## src/rtl/guess_evaluator.sv

```systemverilog
// guess_evaluator
// ---------------------------------------------------------------------------
// Sequential mastermind scorer for the safe-cracking game. A submit pulse
// latches the player's guess and the secret code, then the block walks the
// digits (building per-symbol histograms and counting exact hits), walks the
// symbol alphabet (summing min(hist_g, hist_c)), and finally publishes the
// score, bumps the BCD attempt counter and decides win/lose. Win or lose
// parks the block in OVER until reset.
//
// Ports:
//   clk          system (divided game) clock
//   reset        synchronous, active-high
//   submit       one-cycle submit pulse; ignored unless IDLE
//   guess, code  packed digits, digit k = x[k*DIGIT_W +: DIGIT_W]
//   busy         evaluation in progress (SCAN, TALLY, UPDATE)
//   result_valid one-cycle pulse when new results are written
//   n_correct    right symbol, right position
//   n_misplaced  right symbol, wrong position
//   tries_bcd    completed attempts, {tens, ones} BCD
//   win, lose    sticky game-over flags
// ---------------------------------------------------------------------------
module guess_evaluator #(
    parameter int         DIGITS        = 4,
    parameter int         DIGIT_W       = 2,
    parameter logic [7:0] MAX_TRIES_BCD = 8'h99
) (
    input  logic                      clk,
    input  logic                      reset,
    input  logic                      submit,
    input  logic [DIGITS*DIGIT_W-1:0] guess,
    input  logic [DIGITS*DIGIT_W-1:0] code,
    output logic                      busy,
    output logic                      result_valid,
    output logic [3:0]                n_correct,
    output logic [3:0]                n_misplaced,
    output logic [7:0]                tries_bcd,
    output logic                      win,
    output logic                      lose
);

    localparam int SYMBOLS = 2 ** DIGIT_W;
    localparam int IDX_W   = (DIGITS > 1) ? $clog2(DIGITS) : 1;
    localparam int HIST_W  = $clog2(DIGITS + 1);

    localparam logic [IDX_W-1:0]   LAST_IDX  = IDX_W'(DIGITS - 1);
    localparam logic [DIGIT_W-1:0] LAST_SYM  = DIGIT_W'(SYMBOLS - 1);
    localparam logic [3:0]         ALL_RIGHT = 4'(DIGITS);

    typedef enum logic [2:0] {
        IDLE,
        SCAN,
        TALLY,
        UPDATE,
        OVER
    } state_t;

    state_t state;
    state_t next_state;

    logic [DIGITS*DIGIT_W-1:0] g_q;
    logic [DIGITS*DIGIT_W-1:0] c_q;
    logic [IDX_W-1:0]          idx;
    logic [DIGIT_W-1:0]        sym;
    logic [3:0]                exact;
    logic [3:0]                sum;
    logic [HIST_W-1:0]         hist_g [SYMBOLS];
    logic [HIST_W-1:0]         hist_c [SYMBOLS];

    logic [DIGIT_W-1:0] g_dig;
    logic [DIGIT_W-1:0] c_dig;
    logic [HIST_W-1:0]  tally_min;
    logic [7:0]         tries_inc;

    // Current digit pair under SCAN, the per-symbol minimum under TALLY and
    // the BCD successor of the attempt counter. tries_inc wraps 99 -> 00 only
    // if MAX_TRIES_BCD is set above 99, since lose otherwise stops the game.
    always_comb begin
        g_dig     = g_q[idx*DIGIT_W +: DIGIT_W];
        c_dig     = c_q[idx*DIGIT_W +: DIGIT_W];
        tally_min = (hist_g[sym] < hist_c[sym]) ? hist_g[sym] : hist_c[sym];
        tries_inc = tries_bcd;
        if (tries_bcd[3:0] == 4'd9) begin
            tries_inc[3:0] = 4'd0;
            tries_inc[7:4] = (tries_bcd[7:4] == 4'd9) ? 4'd0 : tries_bcd[7:4] + 4'd1;
        end else begin
            tries_inc[3:0] = tries_bcd[3:0] + 4'd1;
        end
    end

    // State register.
    always_ff @(posedge clk) begin
        if (reset) begin
            state <= IDLE;
        end else begin
            state <= next_state;
        end
    end

    // Next-state decode. Submit is only honoured in IDLE, so pulses arriving
    // mid-evaluation or after game over are simply dropped.
    always_comb begin
        next_state = state;
        busy       = 1'b0;
        case (state)
            IDLE: begin
                if (submit) begin
                    next_state = SCAN;
                end
            end
            SCAN: begin
                busy = 1'b1;
                if (idx == LAST_IDX) begin
                    next_state = TALLY;
                end
            end
            TALLY: begin
                busy = 1'b1;
                if (sym == LAST_SYM) begin
                    next_state = UPDATE;
                end
            end
            UPDATE: begin
                busy = 1'b1;
                if (exact == ALL_RIGHT) begin
                    next_state = OVER;
                end else if (tries_inc == MAX_TRIES_BCD) begin
                    next_state = OVER;
                end else begin
                    next_state = IDLE;
                end
            end
            OVER: begin
                next_state = OVER;
            end
            default: begin
                next_state = IDLE;
            end
        endcase
    end

    // Datapath. Guess and code are captured at submit so later input changes
    // cannot disturb a score in progress. The histogram sum over all symbols
    // counts every symbol match regardless of position; subtracting the exact
    // hits leaves the misplaced count, which cannot go negative because each
    // exact hit also contributes one to both histograms of its symbol.
    always_ff @(posedge clk) begin
        if (reset) begin
            g_q          <= '0;
            c_q          <= '0;
            idx          <= '0;
            sym          <= '0;
            exact        <= '0;
            sum          <= '0;
            result_valid <= 1'b0;
            n_correct    <= '0;
            n_misplaced  <= '0;
            tries_bcd    <= 8'h00;
            win          <= 1'b0;
            lose         <= 1'b0;
            for (int s = 0; s < SYMBOLS; s++) begin
                hist_g[s] <= '0;
                hist_c[s] <= '0;
            end
        end else begin
            result_valid <= 1'b0;
            case (state)
                IDLE: begin
                    if (submit) begin
                        g_q   <= guess;
                        c_q   <= code;
                        idx   <= '0;
                        sym   <= '0;
                        exact <= '0;
                        sum   <= '0;
                        for (int s = 0; s < SYMBOLS; s++) begin
                            hist_g[s] <= '0;
                            hist_c[s] <= '0;
                        end
                    end
                end
                SCAN: begin
                    if (g_dig == c_dig) begin
                        exact <= exact + 4'd1;
                    end
                    hist_g[g_dig] <= hist_g[g_dig] + HIST_W'(1);
                    hist_c[c_dig] <= hist_c[c_dig] + HIST_W'(1);
                    idx           <= (idx == LAST_IDX) ? '0 : idx + IDX_W'(1);
                    sym           <= '0;
                end
                TALLY: begin
                    sum <= sum + 4'(tally_min);
                    sym <= sym + DIGIT_W'(1);
                end
                UPDATE: begin
                    n_correct    <= exact;
                    n_misplaced  <= sum - exact;
                    tries_bcd    <= tries_inc;
                    result_valid <= 1'b1;
                    if (exact == ALL_RIGHT) begin
                        win <= 1'b1;
                    end else if (tries_inc == MAX_TRIES_BCD) begin
                        lose <= 1'b1;
                    end
                end
                default: begin
                end
            endcase
        end
    end

endmodule

```

## config.mk

```make
export PLATFORM = sky130hd
export DESIGN_NAME = guess_evaluator
export DESIGN_NICKNAME = d
export VERILOG_FILES = /design/src/rtl/guess_evaluator.sv
export SDC_FILE = /design/constraint.sdc
export NUM_CORES = 1
export LEC_CHECK = 0
export BUFFER_PORTS_ARGS = -buffer_cell sky130_fd_sc_hd__clkbuf_2
export CAP_MARGIN = 20
export CORE_MARGIN = 2
export CORE_UTILIZATION = 44
export CTS_BUF_LIST = sky130_fd_sc_hd__clkbuf_8
export DETAILED_ROUTE_END_ITERATION = 6
export SYNTH_ARGS = -nofsm -noshare
export SYNTH_HDL_FRONTEND = slang
export SYNTH_SLANG_ARGS = --single-unit
```

## constraint.sdc

```tcl
create_clock -name clk -period 6.4 [get_ports clk]
set_input_delay 1.28 -clock clk [delete_from_list [all_inputs] [get_ports clk]]
set_output_delay 1.28 -clock clk [all_outputs]
set_load 0.05 [all_outputs]
```

# == Word-level counts from Yosys, hierarchy flattened ==
# Memories as Yosys holds them, arrays and structs flattened. A register that Yosys moved wholly into a read port is not among the register bits.
# Cells that the tools add are included.
# word_totals
register_bits,50
mem_bits_rw,24
input_bits,19
output_inout_bits,20
word_cells,113
memories,2
# memory_table
memory,depth,word_bits,rd,rd_clocked_by_memory_dff,wr,line_no,text
hist_c,4,3,2,1,4,67,logic [HIST_W-1:0] hist_c [SYMBOLS];
hist_g,4,3,2,1,4,66,logic [HIST_W-1:0] hist_g [SYMBOLS];
# op_classes
addsub,9
order_cmp,1
n_eq_ne,15
shift,2
muxes,47
bitwise_logic,9
n_reduce_logical,15
# op_table
cell,count
$mux W3,16
$mux W4,5
$mux W2,8
$pmux W4 S2,2
$shiftx A8 B4 Y2,2
$pmux W3 S5,1
$mux W1,13
$add A4 B1 Y4 const B,3
$reduce_and A2 Y1,5
$reduce_and A3 Y1,3
$reduce_or A3 Y1,3
$eq A4 B4 Y1 const B,2
$eq A8 B8 Y1 const B,1
$ne A2 B2 Y1 const B,4
$or A1 B1 Y1,8
$add A3 B1 Y3 const B,2
$eq A3 B2 Y1 const B,2
$pmux W2 S3,1
$add A2 B1 Y2 const B,2
$add A4 B3 Y4,1
$eq A2 B2 Y1 const B,2
$eq A4 B3 Y1 const B,1
$pmux W2 S2,1
$reduce_bool A2 Y1,2
other kinds (8),8

# == Depth between registers and ports, before layout ==
# Gate-level depths: netlist of the first run.
# logic_depth
word_depth,7
depth_mapped,13
ltp_nobuf,12

# == Worst setup path after synthesis of the first run ==
# No wires, ideal clock.
# synth_timing
path_type,reg-to-reg
start,register with a tool-made name
end,register sum[3]
arrival_time_ns,2.977
path_slack_ns,3.358
stages_incl_launch_ff,13
n_path_buf,1
period_less_slack_ns,3.042
cell_sequence,dfxtp_1 buf_2 mux4_2 ha_1 a21oi_1 o21ai_0 mux2_2 ha_1 a21oi_1 nor2b_1 o21ai_0 mux2_2 nor2_1
# synth_lines
element,line_no,text
"end signal, assigned",191,sum <= sum + 4'(tally_min);
"end, declared",65,logic [3:0] sum;

==> key figures, run 1 <==
Timing
  • RSZ-0062 raised after global routing: false
  • Tcrit/Tclk final: 52.0%
  • Fmax: 300 MHz
  • Max_slew headroom: 30.0%
  • Skew final: 0.0136 ns
  • Actual slew at the worst max-slew pin: 1.05 ns
  • Final Hold Fails: 0
  • Setup TNS: 0 ns
  • Final Setup Violations: 0
  • Tmin final: 3.33 ns
  • Slew Limit Fails: 0

Detailed routing
  • Met2 WL post-DR: 3700 µm
  • Initial DRC count: 110
  • Met1 Wirelength: 3530 µm
  • Routed len/inst: 14.3 µm
  • Router iterations before antenna repair: 4
  • Met3 routed WL: 280 µm
  • Vias: 2791
  • Vias/cell: 5.24
  • WL final: 7630 µm
  • DRC Markers: 0
  • Antenna viol nets, final: 0
  • Top sig layer: met4

Logic synthesis
  • Mean Syn Cell Area: 9.71 µm²
  • Synth warn: 0
  • Top cell type by total area after synthesis: dfxtp_1
  • Top-area cell type share of the netlist area: 27.3%
  • Syn Nets: 429
  • Mapped cell area: 3810 µm²
  • Top post-synthesis cells by area: dfxtp_1 (27%), edfxtp_1 (19%), mux4_2 (5.9%), nand2_1 (5.6%), nor2_1 (5.5%)
  • Register bit total from synthesis: 76
  • Post-synth ARST share: 0%
  • Post-synth cell types: 45
  • Primary FF master, synth: dfxtp_1
  • Seq/Total Area, Yosys: 46.2%
  • Synth Instances: 393
  • EDFF count, synth: 24

Floorplan
  • Row Count: 33
  • Core area: 8300 µm²
  • IO Count: 39
  • Width of the die: 97.1 µm
  • Initial Util: 46.0%
  • Die height: 97.1 µm
  • Die ar.: 9430 µm²

Pwr
  • Int Power: 833 µW
  • Comb pwr share: 11.2%
  • Worst VDD drop: 0.114 mV
  • PwrDens: 256 nW/µm²
  • Switch share: 24.4%
  • Clock share of power: 40.3%
  • Part of the power in registers: 48.4%
  • Static Leakage: 1.63 nW
  • Sw Pwr: 269 µW

Placed design
  • DP HPWL: 5530 µm
  • Port Buffers: 38
  • Routability cong.: 0.808

Clock network
  • Clk sink count: 76
  • # hold bufs at CTS: 0
  • Clock transition at path regs: 0.09 ns
  • H-tree depth: 3
  • Clk root buf: clkbuf_8
  • Setup repair bufs after CTS: 0
  • CTS Buf Count: 9
  • CTS tree: yes
  • Post-CTS sizing: 0
  • Clock buffer depth: 2
  • Worst-skew pair later-pin latency: 0.35 ns

Final layout
  • N_diodes: 0
  • Final Util: 51.9%
  • Layout cells sized above 1: 17.3%
  • Area Overhead vs Synth: 12.9%
  • Fillcell total: 784
  • Final Net Count: 459
  • Multi-input combinational cell area: 1910 µm²
  • Register area: 1760 µm²

Setup path
  • CP Data Required Time: 6.67 ns
  • Critical path arrival: 3.60 ns
  • R2R cell count: 11
  • Crit path max fanout: 6
  • Setup crit end kind: flop
  • Startpoint Class: flop
  • Critical setup path kind: reg -> reg
  • CP endpoint: sum[3]
  • R2r endpoint: sum[3]
  • Setup slack, reg-to-reg: 3.07 ns

Min path
  • Min-delay worst type: reg -> reg

Run status
  • Status: finished, final reports clean

GRT
  • Vias in the first global route: 2843
  • Initial antenna violation count: 0
  • Grt total ovfl: 0
  • All-Layer GR Usage: 17.5%
  • Largest net degree at the start of global routing: 52
  • First-pass GRT wire length: 13500 µm

Run
  • Max-Cap Viols: 0
==> cell usage after synthesis (2+ instances only) <==
master and number:
a22oi_1 3, nand3_1 4, dfxtp_1 52, nor3_1 8, buf_1 5, nor3b_1 5, ha_1 15, xnor2_1 18
nand2b_1 2, or3_1 4, nand3b_1 4, mux2_2 2, mux2i_1 3, edfxtp_1 24, a211oi_1 3, nor4b_1 2
and2_1 2, o21ai_0 14, nand2_1 57, fa_1 2, a21oi_1 40, mux4_1 5, inv_1 16, mux4_2 10
nor2_1 56, nor2b_1 8, clkbuf_1 11
==> layout make-up <==
class,count,share of cell area [%]
clock buffers,9,2.88
flip-flops and latches,76,40.9
inverters,16,1.39
clock inverters,7,2.85
well taps,105,3.05
repair buffers,39,4.59
multi-input cells,281,44.4
==> through the flow <==
stage	cell area [µm²]	power (mW)	hold slack, ns	worst slack [ns]	cells
after detailed placement	4060	0.670	0.447	3.01	517
after global routing	4310	1.15	0.481	2.85	533
final	4310	1.10	0.456	3.07	533
after CTS	4310	1.12	0.459	3.04	533
after global placement	4060	0.668	0.439	3.04	517
after floorplan	3810	0.635	0.433	3.36	393
==> state kept, by name (all words and copies together) (netlist names), 2 cells and up, named ones only <==
signal / cells
n_misplaced: 4
n_correct: 4
exact: 4
sym: 2
tries_bcd: 8
sum: 4
c_q: 8
hist_g: 12
idx: 2
g_q: 8
state: 3
hist_c: 12
==> routing by layer <==
layer  track usage, %  vias up
met5                0        -
met4             6.18        0
met3             3.09       10
met2             29.7       47
met1             22.5     1311
li1                 -     1423
==> critical path, cell delays in order, from the launching register on <==
cell,delay [ns]
dfxtp_1,0.58
mux4_2,0.59
ha_1,0.31
a21oi_1,0.06
o21ai_0,0.28
mux2_2,0.38
ha_1,0.27
a21oi_1,0.14
nor2b_1,0.05
o21ai_0,0.17
mux2_2,0.36
nor2_1,0.08
==> how the worst min path moves through the flow <==
| stage | end | cells past startpoint | from |
|---|---|---|---|
| floorplan | c_q[5] | 2 | c_q[5] |
| global placement | c_q[3] | 2 | c_q[3] |
| detailed placement | n_misplaced[2] | 2 | n_misplaced[2] |
| CTS | n_misplaced[2] | 2 | n_misplaced[2] |
| global route | c_q[5] | 2 | c_q[5] |
| finish | n_misplaced[2] | 2 | n_misplaced[2] |
==> cell families after synthesis <==
| logic type | share of synthesized area, % |
|---|---|
| AOI/OAI and AO/OA | 8.95 |
| xor gates and xnor gates | 4.79 |
| adders and majority gates | 5.97 |
| buffers and inverters | 3.90 |
| DFF | 46.2 |
| muxes | 10.7 |
| and+or+nand+nor | 19.5 |
==> layout by cell type, fill, tap and decap left out, drive strengths merged, types with 2 or more instances in the layout <==
cell type	instances
and2	2
nand3b	4
a21oi	40
nor2b	8
mux4	15
nand2b	2
mux2	2
inv	18
fa	2
a211oi	3
dfxtp	52
nor3b	5
mux2i	3
xnor2	19
clkbuf	47
nor4b	2
nor2	56
bufinv	3
nand2	57
nor3	8
ha	15
o21ai	14
edfxtp	24
nand3	5
or3	5
a22oi	3
==> power by group through the flow <==
stage               Combinational [mW]  Clock (mW)  Sequential, mW
floorplan                       0.0990           0           0.536
global placement                 0.123           0           0.545
detailed placement               0.125           0           0.545
CTS                              0.125       0.456           0.534
global route                     0.140       0.475           0.537
finish                           0.124       0.444           0.534
(Power assumes the default switching activity.)
==> inputs of run 2 (changes only) <==
==> constraint.sdc (replaced) <==
create_clock -name clk -period 3.2 [get_ports clk]
set_input_delay 0.64 -clock clk [delete_from_list [all_inputs] [get_ports clk]]
set_output_delay 0.64 -clock clk [all_outputs]
set_load 0.05 [all_outputs]
==> key figures, run 2 (synthesized netlist as in run 1, its figures left out) <==
Run status
  • Status: finished, final reports clean

Pwr
  • Static Leakage: 1.64 nW
  • Worst VDD drop: 0.224 mV
  • PwrDens: 485 nW/µm²
  • Overall Power: 2.09 mW

Final layout
  • N_diodes: 0
  • Final Util: 51.9%
  • Most frequent cells in the layout: nand2_1 (57), nor2_1 (56), dfxtp_1 (51), a21oi_1 (40), clkbuf_2 (38)
  • Biggest regs: hist_c: 12 flops, hist_g: 12 flops
  • Final Net Count: 464
  • Post-route insts no fill: 538
  • Layout cells sized above 1: 18.5%
  • Area Overhead vs Synth: 12.9%
  • Commonest non-fill, non-tap cell in the layout: nand2_1
  • Design area: 4310 µm²

Floorplan
  • Width of the die: 97.1 µm
  • Initial Util: 46.0%
  • Core area: 8300 µm²
  • Die height: 97.1 µm
  • IO Count: 39
  • Row Count: 33
  • Die ar.: 9430 µm²

Timing
  • Final Hold Fails: 0
  • Slew Limit Fails: 0
  • Fmax: 335 MHz
  • Setup TNS: 0 ns
  • Final Setup Violations: 0
  • Hold Slack: 0.457 ns
  • Worst Setup Slack, final: 0.213 ns
  • Actual slew at the worst max-slew pin: 0.790 ns
  • Skew final: 0.0118 ns
  • Tmin final: 2.99 ns
  • RSZ-0062 raised after global routing: false
  • Tcrit/Tclk final: 93.4%
  • Max_slew headroom: 47.2%

Setup path
  • Critical path arrival: 3.28 ns
  • CP Data Required Time: 3.49 ns
  • Setup crit end kind: flop
  • Startpoint Class: flop
  • Cells along the critical path: buf_4, mux4_2, inv_1, ha_1, a21oi_1, o21ai_1, mux2_2, ha_1, a21oi_1, nor2b_1, o21ai_1, mux2_2, nor2_1
  • Crit path max fanout: 4
  • Slowest cell on the critical path: mux4_2
  • R2R cell count: 13
  • R2r endpoint: sum[3]
  • Setup slack, reg-to-reg: 0.21 ns
  • Critical setup path kind: reg -> reg
  • Crit-path max cell delay: 0.54 ns

Min path
  • Hold Path Stages: 2
  • Min-delay worst type: reg -> reg
  • Worst hold endpoint: n_misplaced[2]
  • Hold Startpoint: n_misplaced[2]

Placed design
  • Routability cong.: 0.858
  • Port Buffers: 38
  • DP Cell Count: 522
  • Place WS: 0.0564 ns
  • DP HPWL: 5730 µm
  • Placed Area: 4100 µm²

Run
  • Max-Cap Viols: 0

GRT
  • Vias in the first global route: 2795
  • Largest net degree at the start of global routing: 20
  • Grt total ovfl: 0
  • Initial antenna violation count: 0
  • All-Layer GR Usage: 17.7%
  • First-pass GRT wire length: 13500 µm

Clock network
  • Clk sink count: 76
  • CTS Buf Count: 9
  • Clk root buf: clkbuf_8
  • H-tree depth: 3
  • Setup repair bufs after CTS: 0
  • Clock buffer depth: 2
  • CTS tree: yes
  • Clock transition at path regs: 0.09 ns
  • Worst-skew pair later-pin latency: 0.35 ns

Detailed routing
  • DRC Markers: 0
  • WL final: 7710 µm
  • Antenna viol nets, final: 0
  • Initial DRC count: 161
  • Routed len/inst: 14.3 µm
  • Vias: 2837
  • Router iterations before antenna repair: 4
  • Vias/cell: 5.27
run 2: cell count changes in the layout (fill, tap and decap cells not counted), moves of 2 or more:
cell / change
buf_4: +5
bufinv_16: -2
o21ai_0: -2
o21ai_1: +2
run 2: layout make-up:
cell class                      count  area, µm²
Clock buffer                       10        138
Clock inverter                      6       70.1
Fill cell                         805       3990
Inverter                           16       60.1
Multi-Input combinational cell    281       1910
Sequential cell                    76       1760
Tap cell                          105        131
Timing Repair Buffer               44        235
run 2: repair_timing:
action | CTS | global route
endpoints found under the setup margin | 0 | 1
gates resized for setup | 0 | 3
hold buffers | 0 | 0
run 2: worst max-delay path, delay by kind of cell (launching register included):
family          cells  cell delay [ns]
compound gates      4             0.49
buf+inv             2             0.24
mux                 3             1.23
fa+ha+maj           2             0.46
simple gates        2             0.13
flops               1             0.37
run 2: worst max path at each step:
| stage | slack, ns | cells past startpoint | endpoint | startpoint |
|---|---|---|---|---|
| floorplan | 0.16 | 12 | sum[3] | flop |
| global placement | 0.16 | 13 | sum[3] | flop |
| detailed placement | 0.06 | 13 | sum[3] | flop |
| CTS | 0.03 | 13 | sum[3] | flop |
| global route | 0.04 | 13 | sum[3] | flop |
| finish | 0.21 | 13 | sum[3] | flop |
run 2: layer usage:
metal | global-route usage, % | wire length [µm] | vias to the layer above
li1 | - | - | 1433
met1 | 24.4 | 3710 | 1329
met4 | 6.18 | 124 | 0
met3 | 3.02 | 279 | 11
met5 | 0 | 0 | -
met2 | 28.3 | 3600 | 64
run 2: power by group:
group	total [mW]	leakage, nW	switching (mW)	internal (mW)
combinational	0.257	0.853	0.143	0.115
sequential	1.07	0.683	0.0327	1.03
clock	0.765	0.104	0.376	0.389
total	2.09	1.64	0.551	1.54
